==> src/rtl/mips_ctrl_pkg.sv <==
// ============================================================================
// Module   : mips_ctrl_pkg
// Purpose  : Shared definitions for the multicycle MIPS control unit: the FSM
//            state enumeration, the opcode constants and the ALUOp constants.
// Config   : MULTICYCLE_CONTROL_BNE_EN -- adds the BNE state to the enum.
// Revision : 1.0 - initial release
// ============================================================================
`default_nettype none

package mips_ctrl_pkg;

  // Encodings are pinned so that the BNE slot stays reserved (and unused)
  // when the branch-not-equal feature is compiled out.
  typedef enum logic [3:0] {
    IDLE   = 4'd0,
    FETCH  = 4'd1,
    DECODE = 4'd2,
    MEMADR = 4'd3,
    MEMRD  = 4'd4,
    MEMWB  = 4'd5,
    MEMWR  = 4'd6,
    REXEC  = 4'd7,
    RWB    = 4'd8,
    BEQ    = 4'd9,
`ifdef MULTICYCLE_CONTROL_BNE_EN
    BNE    = 4'd10,
`endif
    ADDIEX = 4'd11,
    SLTIEX = 4'd12,
    IMMWB  = 4'd13,
    JUMP   = 4'd14,
    ILL    = 4'd15
  } state_t;

  // Opcode field values
  localparam logic [5:0] c_op_rtype = 6'b000000;
  localparam logic [5:0] c_op_j     = 6'b000010;
  localparam logic [5:0] c_op_beq   = 6'b000100;
  localparam logic [5:0] c_op_bne   = 6'b000101;
  localparam logic [5:0] c_op_addi  = 6'b001000;
  localparam logic [5:0] c_op_slti  = 6'b001010;
  localparam logic [5:0] c_op_lw    = 6'b100011;
  localparam logic [5:0] c_op_sw    = 6'b101011;

  // ALU control classes
  localparam logic [2:0] c_aluop_add   = 3'b000;
  localparam logic [2:0] c_aluop_beq   = 3'b001;
  localparam logic [2:0] c_aluop_rtype = 3'b010;
  localparam logic [2:0] c_aluop_addi  = 3'b011;
  localparam logic [2:0] c_aluop_slti  = 3'b100;
  localparam logic [2:0] c_aluop_bne   = 3'b101;

endpackage

`default_nettype wire

==> src/rtl/mc_output_decode.sv <==
// ============================================================================
// Module   : mc_output_decode
// Purpose  : Combinational state-to-control-word decode for the multicycle
//            control FSM. Every output defaults to 0; each state raises only
//            its own controls.
// Ports    : i_state      - current FSM state
//            i_mem_ready  - memory completes this cycle (qualifies the
//                           FETCH-cycle IR/PC load)
//            o_*          - control word fields, see multicycle_control
// Config   : MULTICYCLE_CONTROL_BNE_EN -- decodes the BNE state.
// Revision : 1.0 - initial release
// ============================================================================
`default_nettype none

module mc_output_decode
  import mips_ctrl_pkg::*;
(
  input  state_t      i_state,
  input  logic        i_mem_ready,
  output logic        o_pcwrite,
  output logic        o_pcwritecond,
  output logic        o_branchne,
  output logic        o_iord,
  output logic        o_memread,
  output logic        o_memwrite,
  output logic        o_irwrite,
  output logic        o_regdst,
  output logic        o_memtoreg,
  output logic        o_regwrite,
  output logic        o_alusrca,
  output logic [1:0]  o_alusrcb,
  output logic [1:0]  o_pcsource,
  output logic [2:0]  o_aluop,
  output logic        o_illegal
);

  always_comb begin
    o_pcwrite     = 1'b0;
    o_pcwritecond = 1'b0;
    o_branchne    = 1'b0;
    o_iord        = 1'b0;
    o_memread     = 1'b0;
    o_memwrite    = 1'b0;
    o_irwrite     = 1'b0;
    o_regdst      = 1'b0;
    o_memtoreg    = 1'b0;
    o_regwrite    = 1'b0;
    o_alusrca     = 1'b0;
    o_alusrcb     = 2'b00;
    o_pcsource    = 2'b00;
    o_aluop       = c_aluop_add;
    o_illegal     = 1'b0;

    case (i_state)
      FETCH: begin
        o_memread = 1'b1;
        o_alusrcb = 2'b01;
        // IR and PC+4 are only committed on the cycle the read completes.
        o_irwrite = i_mem_ready;
        o_pcwrite = i_mem_ready;
      end
      DECODE: begin
        o_alusrcb = 2'b11;
      end
      MEMADR: begin
        o_alusrca = 1'b1;
        o_alusrcb = 2'b10;
      end
      MEMRD: begin
        o_iord    = 1'b1;
        o_memread = 1'b1;
      end
      MEMWR: begin
        o_iord     = 1'b1;
        o_memwrite = 1'b1;
      end
      MEMWB: begin
        o_regwrite = 1'b1;
        o_memtoreg = 1'b1;
      end
      REXEC: begin
        o_alusrca = 1'b1;
        o_aluop   = c_aluop_rtype;
      end
      RWB: begin
        o_regdst   = 1'b1;
        o_regwrite = 1'b1;
      end
      BEQ: begin
        o_alusrca     = 1'b1;
        o_pcwritecond = 1'b1;
        o_pcsource    = 2'b01;
        o_aluop       = c_aluop_beq;
      end
`ifdef MULTICYCLE_CONTROL_BNE_EN
      BNE: begin
        o_alusrca     = 1'b1;
        o_pcwritecond = 1'b1;
        o_pcsource    = 2'b01;
        o_aluop       = c_aluop_bne;
        o_branchne    = 1'b1;
      end
`endif
      ADDIEX: begin
        o_alusrca = 1'b1;
        o_alusrcb = 2'b10;
        o_aluop   = c_aluop_addi;
      end
      SLTIEX: begin
        o_alusrca = 1'b1;
        o_alusrcb = 2'b10;
        o_aluop   = c_aluop_slti;
      end
      IMMWB: begin
        o_regwrite = 1'b1;
      end
      JUMP: begin
        o_pcwrite  = 1'b1;
        o_pcsource = 2'b10;
      end
      ILL: begin
        o_illegal = 1'b1;
      end
      default: begin
        // IDLE and unused encodings keep the all-zero control word.
      end
    endcase
  end

endmodule

`default_nettype wire

==> src/rtl/multicycle_control.sv <==
// ============================================================================
// Module   : multicycle_control
// Purpose  : Multicycle MIPS main control FSM. Holds the state register and
//            next-state logic; the control word is decoded from the state by
//            mc_output_decode.
// Ports    : clk, reset (async, active-high), Op[5:0] opcode, mem_ready;
//            outputs PCWrite, PCWriteCond, BranchNe, IorD, MemRead, MemWrite,
//            IRWrite, RegDst, MemtoReg, RegWrite, ALUSrcA, ALUSrcB[1:0],
//            PCSource[1:0], ALUOp[2:0], Illegal.
// Config   : MULTICYCLE_CONTROL_BNE_EN -- decode opcode 000101 as BNE;
//            otherwise it is treated as an illegal opcode.
// Revision : 1.0 - initial release
// ============================================================================
`default_nettype none

module multicycle_control
  import mips_ctrl_pkg::*;
(
  input  logic        clk,
  input  logic        reset,
  input  logic [5:0]  Op,
  input  logic        mem_ready,
  output logic        PCWrite,
  output logic        PCWriteCond,
  output logic        BranchNe,
  output logic        IorD,
  output logic        MemRead,
  output logic        MemWrite,
  output logic        IRWrite,
  output logic        RegDst,
  output logic        MemtoReg,
  output logic        RegWrite,
  output logic        ALUSrcA,
  output logic [1:0]  ALUSrcB,
  output logic [1:0]  PCSource,
  output logic [2:0]  ALUOp,
  output logic        Illegal
);

  state_t r_state;
  state_t w_next;
  logic   r_rst_hold;

  // Keeps the FSM in IDLE for the first edge after reset release, so the
  // first FETCH lands on the second rising edge.
  always_ff @(posedge clk or posedge reset) begin
    if (reset) r_rst_hold <= 1'b1;
    else       r_rst_hold <= 1'b0;
  end

  always_ff @(posedge clk or posedge reset) begin
    if (reset)           r_state <= IDLE;
    else if (r_rst_hold) r_state <= IDLE;
    else                 r_state <= w_next;
  end

  always_comb begin
    w_next = r_state;
    case (r_state)
      IDLE:   w_next = FETCH;
      FETCH:  if (mem_ready) w_next = DECODE;
      DECODE: begin
        case (Op)
          c_op_lw, c_op_sw: w_next = MEMADR;
          c_op_rtype:       w_next = REXEC;
          c_op_beq:         w_next = BEQ;
`ifdef MULTICYCLE_CONTROL_BNE_EN
          c_op_bne:         w_next = BNE;
`endif
          c_op_addi:        w_next = ADDIEX;
          c_op_slti:        w_next = SLTIEX;
          c_op_j:           w_next = JUMP;
          default:          w_next = ILL;
        endcase
      end
      // Op comes from the instruction register, so it is still the lw/sw
      // opcode here.
      MEMADR: w_next = (Op == c_op_lw) ? MEMRD : MEMWR;
      MEMRD:  if (mem_ready) w_next = MEMWB;
      MEMWR:  if (mem_ready) w_next = FETCH;
      REXEC:  w_next = RWB;
      ADDIEX: w_next = IMMWB;
      SLTIEX: w_next = IMMWB;
      MEMWB, RWB, BEQ, IMMWB, JUMP, ILL: w_next = FETCH;
`ifdef MULTICYCLE_CONTROL_BNE_EN
      BNE:    w_next = FETCH;
`endif
      default: w_next = IDLE;
    endcase
  end

  mc_output_decode u_decode (
    .i_state       (r_state),
    .i_mem_ready   (mem_ready),
    .o_pcwrite     (PCWrite),
    .o_pcwritecond (PCWriteCond),
    .o_branchne    (BranchNe),
    .o_iord        (IorD),
    .o_memread     (MemRead),
    .o_memwrite    (MemWrite),
    .o_irwrite     (IRWrite),
    .o_regdst      (RegDst),
    .o_memtoreg    (MemtoReg),
    .o_regwrite    (RegWrite),
    .o_alusrca     (ALUSrcA),
    .o_alusrcb     (ALUSrcB),
    .o_pcsource    (PCSource),
    .o_aluop       (ALUOp),
    .o_illegal     (Illegal)
  );

endmodule

`default_nettype wire

==> config.mk <==
export PLATFORM = sky130hd
export DESIGN_NAME = multicycle_control
export DESIGN_NICKNAME = d
export VERILOG_FILES = /design/src/rtl/mips_ctrl_pkg.sv /design/src/rtl/mc_output_decode.sv /design/src/rtl/multicycle_control.sv
export SDC_FILE = /design/constraint.sdc
export NUM_CORES = 1
export LEC_CHECK = 0
export ABC_AREA = 1
export CAP_MARGIN = 40
export CORE_MARGIN = 3
export CORE_UTILIZATION = 43
export CTS_BUF_LIST = sky130_fd_sc_hd__clkbuf_2
export DETAILED_ROUTE_END_ITERATION = 12
export HOLD_SLACK_MARGIN = 0.08
export PLACE_DENSITY = 0.84
export RECOVER_POWER = 50
export SYNTH_ARGS = -nofsm -noshare
export SYNTH_HDL_FRONTEND = slang
export SYNTH_HIERARCHICAL = 1
export SYNTH_SLANG_ARGS = --single-unit
==> constraint.sdc <==
create_clock -name clk -period 1.7 [get_ports clk]
set_input_delay 0.34 -clock clk [delete_from_list [all_inputs] [get_ports clk]]
set_output_delay 0.34 -clock clk [all_outputs]
set_load 0.02 [all_outputs]
==> results of run 1 <==
-- layout make-up --
class | instances | area, µm²
Tap cell | 15 | 18.8
Inverter | 24 | 90.1
Multi-Input combinational cell | 95 | 439
Clock buffer | 4 | 20.0
Timing Repair Buffer | 36 | 258
Fill cell | 131 | 425
Sequential cell | 5 | 131
-- worst min path at each step --
stage,from,end
final,reset,r_state[0]
after global routing,reset,r_state[1]
after CTS,reset,r_state[0]
after detailed placement,reset,r_state[0]
after global placement,reset,r_state[3]
after floorplan,reset,r_state[0]
-- state kept, by name, indices dropped and copies added (netlist names) --
signal and count:
r_state 4, r_rst_hold 1
-- cell usage after synthesis --
cell      instances  area [µm²]
nand4_1           1        6.26
a31oi_1           1        6.26
conb_1            2        7.51
nand2_1          40         150
o31ai_1           1        7.51
dfstp_2           1        26.3
inv_2             7        26.3
nand2_2           5        31.3
o211ai_1          1        7.51
o21ai_1           4        20.0
dfrtp_1           4         100
nor2_4            3        33.8
nor2_2            3        18.8
nor2_1           20        75.1
o21ai_0           2        10.0
inv_1            17        63.8
nand3_1          12        60.1
buf_4             2        15.0
-- layer usage --
layer,part of all wire,vias to the layer above,routed length [µm],global-route usage
met5,0,-,0,0
met4,0,0,0,0.0760
met3,0.099,0,178,0.0598
met2,0.50,45,892,0.359
met1,0.41,386,729,0.200
li1,-,452,-,-
-- critical path, cell delays in order, from the launching register on --
cell	delay, ns
dfrtp_2	0.44
inv_2	0.12
nand2_2	0.08
nor2_4	0.10
clkdlybuf4s15_1	0.31
-- report_power, final --
| group | internal (mW) | total [mW] | switching, mW |
|---|---|---|---|
| sequential | 0.171 | 0.265 | 0.0939 |
| combinational | 0.404 | 1.08 | 0.676 |
| clock | 0.0623 | 0.112 | 0.0493 |
| total | 0.637 | 1.46 | 0.819 |
-- logic make-up (layout without fill, tap and decap cells) --
kind of cell | Yosys count | count (layout) | synth area share
AO/OA/AOI/OAI | 9 | 9 | 0.0771
flip-flops | 5 | 5 | 0.190
buffers and inverters | 26 | 64 | 0.158
AND/OR/NAND/NOR | 84 | 84 | 0.564
other | 2 | 2 | 0.0113
-- what timing repair did --
item                                    4_1_cts  5_1_grt
hold endpoints to repair                      0        0
resized for setup                            40       21
endpoints found under the setup margin       18       17
buffers inserted                              0        0
-- per-stage QoR --
stage / instance area [µm²] / instances
after floorplan: 666 / 126
after global placement: 1000 / 175
after detailed placement: 1000 / 175
after CTS: 1030 / 179
after global routing: 957 / 179
final: 957 / 179
==> flow_metrics.env, run 1 <==
export IMPL_run_status="finished clean"
export IMPL_vdd_drop_max_uv=878
export IMPL_postLayoutCoreUtil=0.692
export IMPL_clock_skew_ns=0.00984
export IMPL_syn2layout_area_growth_pct=43.8
export IMPL_place_gp_congestion=0.860
export IMPL_grt_pass1_vias=805
export IMPL_critPathKind="reg2out"
export IMPL_layout_drive_gt1_share=0.293
export IMPL_slew_viol_final=0
export IMPL_vias=883
export IMPL_layout_commonest_cell="nand2_1"
export IMPL_yosysSeqAreaShare=0.190
export IMPL_io_pins=28
export IMPL_hold_class="in2async"
export IMPL_cts_clk_slew_worst_paths_ns=0.06
export IMPL_setup_viol=0
export IMPL_diodes=0
export IMPL_drv_cap=0
export IMPL_syn_num_nets=135
export IMPL_cts_buffers=3
export IMPL_coreArea_um2=1380
export IMPL_power_mw=1.46
export IMPL_cts_buffer_depth=2
export IMPL_die_x_um=45.3
export IMPL_end_kind="primary output"
export IMPL_p_leak_nw=0.563
export IMPL_syn_cell_area_um2=666
export IMPL_routed_wl_mm=1.80
export IMPL_grt_pass1_wl_mm=2.99
export IMPL_grt_use_total=0.194
export IMPL_crit_required_ns=1.36
export IMPL_cp_max_fo=4
export IMPL_row_count=13
export IMPL_synthDistinctLibCells=18
export IMPL_r2r_setup_slack_ns=0.18
export IMPL_critical_path_arrival_ns=1.27
export IMPL_die_y_um=45.3
export IMPL_start_kind="flip-flop"
export IMPL_fp_dieArea_um2=2060
export IMPL_io_buffers=26
export IMPL_power_density_nw_per_um2=1520
export IMPL_rr_endpoint="r_state[0]"
export IMPL_wl_per_cell_um=10.1
export IMPL_setup_tns_ns=0
export IMPL_drtPass1Iterations=5
export IMPL_htreeDepth=1
export IMPL_root_buffer="clkbuf_2"
export IMPL_syn_area_per_cell_um2=5.28
export IMPL_cp_startpoint="r_state[0]"
export IMPL_rr_worst_depth=11
export IMPL_cts_sinks=5
export IMPL_cts_hold_fix_buffers=0
export IMPL_period_minus_slack_ns=1.61
export IMPL_cts_tree="yes"
export IMPL_place_ws_ns=-0.247
export IMPL_timing_rr_start="r_state[0]"
export IMPL_finalHoldViolations=0
export IMPL_clk_latency_ns=0.22
export IMPL_grt_max_degree=8
export IMPL_fmax_ghz=0.619
export IMPL_antenna_found_initial=0
export IMPL_synth_seq_cells=5
export IMPL_dp_hpwl_mm=1.51
export IMPL_start_util=0.481
export IMPL_ant_nets=0
export IMPL_cp_endpoint="PCSource[1]"
export IMPL_setup_ws_ns=0.0854
export IMPL_grt_ovfl_total=0
export IMPL_synthCells=126
export IMPL_drtIter0Drc=16
export IMPL_yosys_warnings=6
export IMPL_remaining_drc_errors=0
export IMPL_finalCritPeriodShare=0.950
export IMPL_drt_vias_per_instance=4.93
export IMPL_whs_ns=0.449
export IMPL_final_cell_mix="nand2_1 (40), nor2_1 (20), inv_1 (17)"
export IMPL_fin_nets=174
(Power assumes the default switching activity.)
==> inputs of run 2 (changes only) <==
--- a/config.mk
+++ b/config.mk
@@ -10,6 +10,7 @@
 export CORE_MARGIN = 3
 export CORE_UTILIZATION = 43
 export CTS_BUF_LIST = sky130_fd_sc_hd__clkbuf_2
+export CTS_CLUSTER_DIAMETER = 50
 export DETAILED_ROUTE_END_ITERATION = 12
 export HOLD_SLACK_MARGIN = 0.08
 export PLACE_DENSITY = 0.84
==> results of run 2 <==
No change in the layout: final DEF, timing and power equal those of run 1.
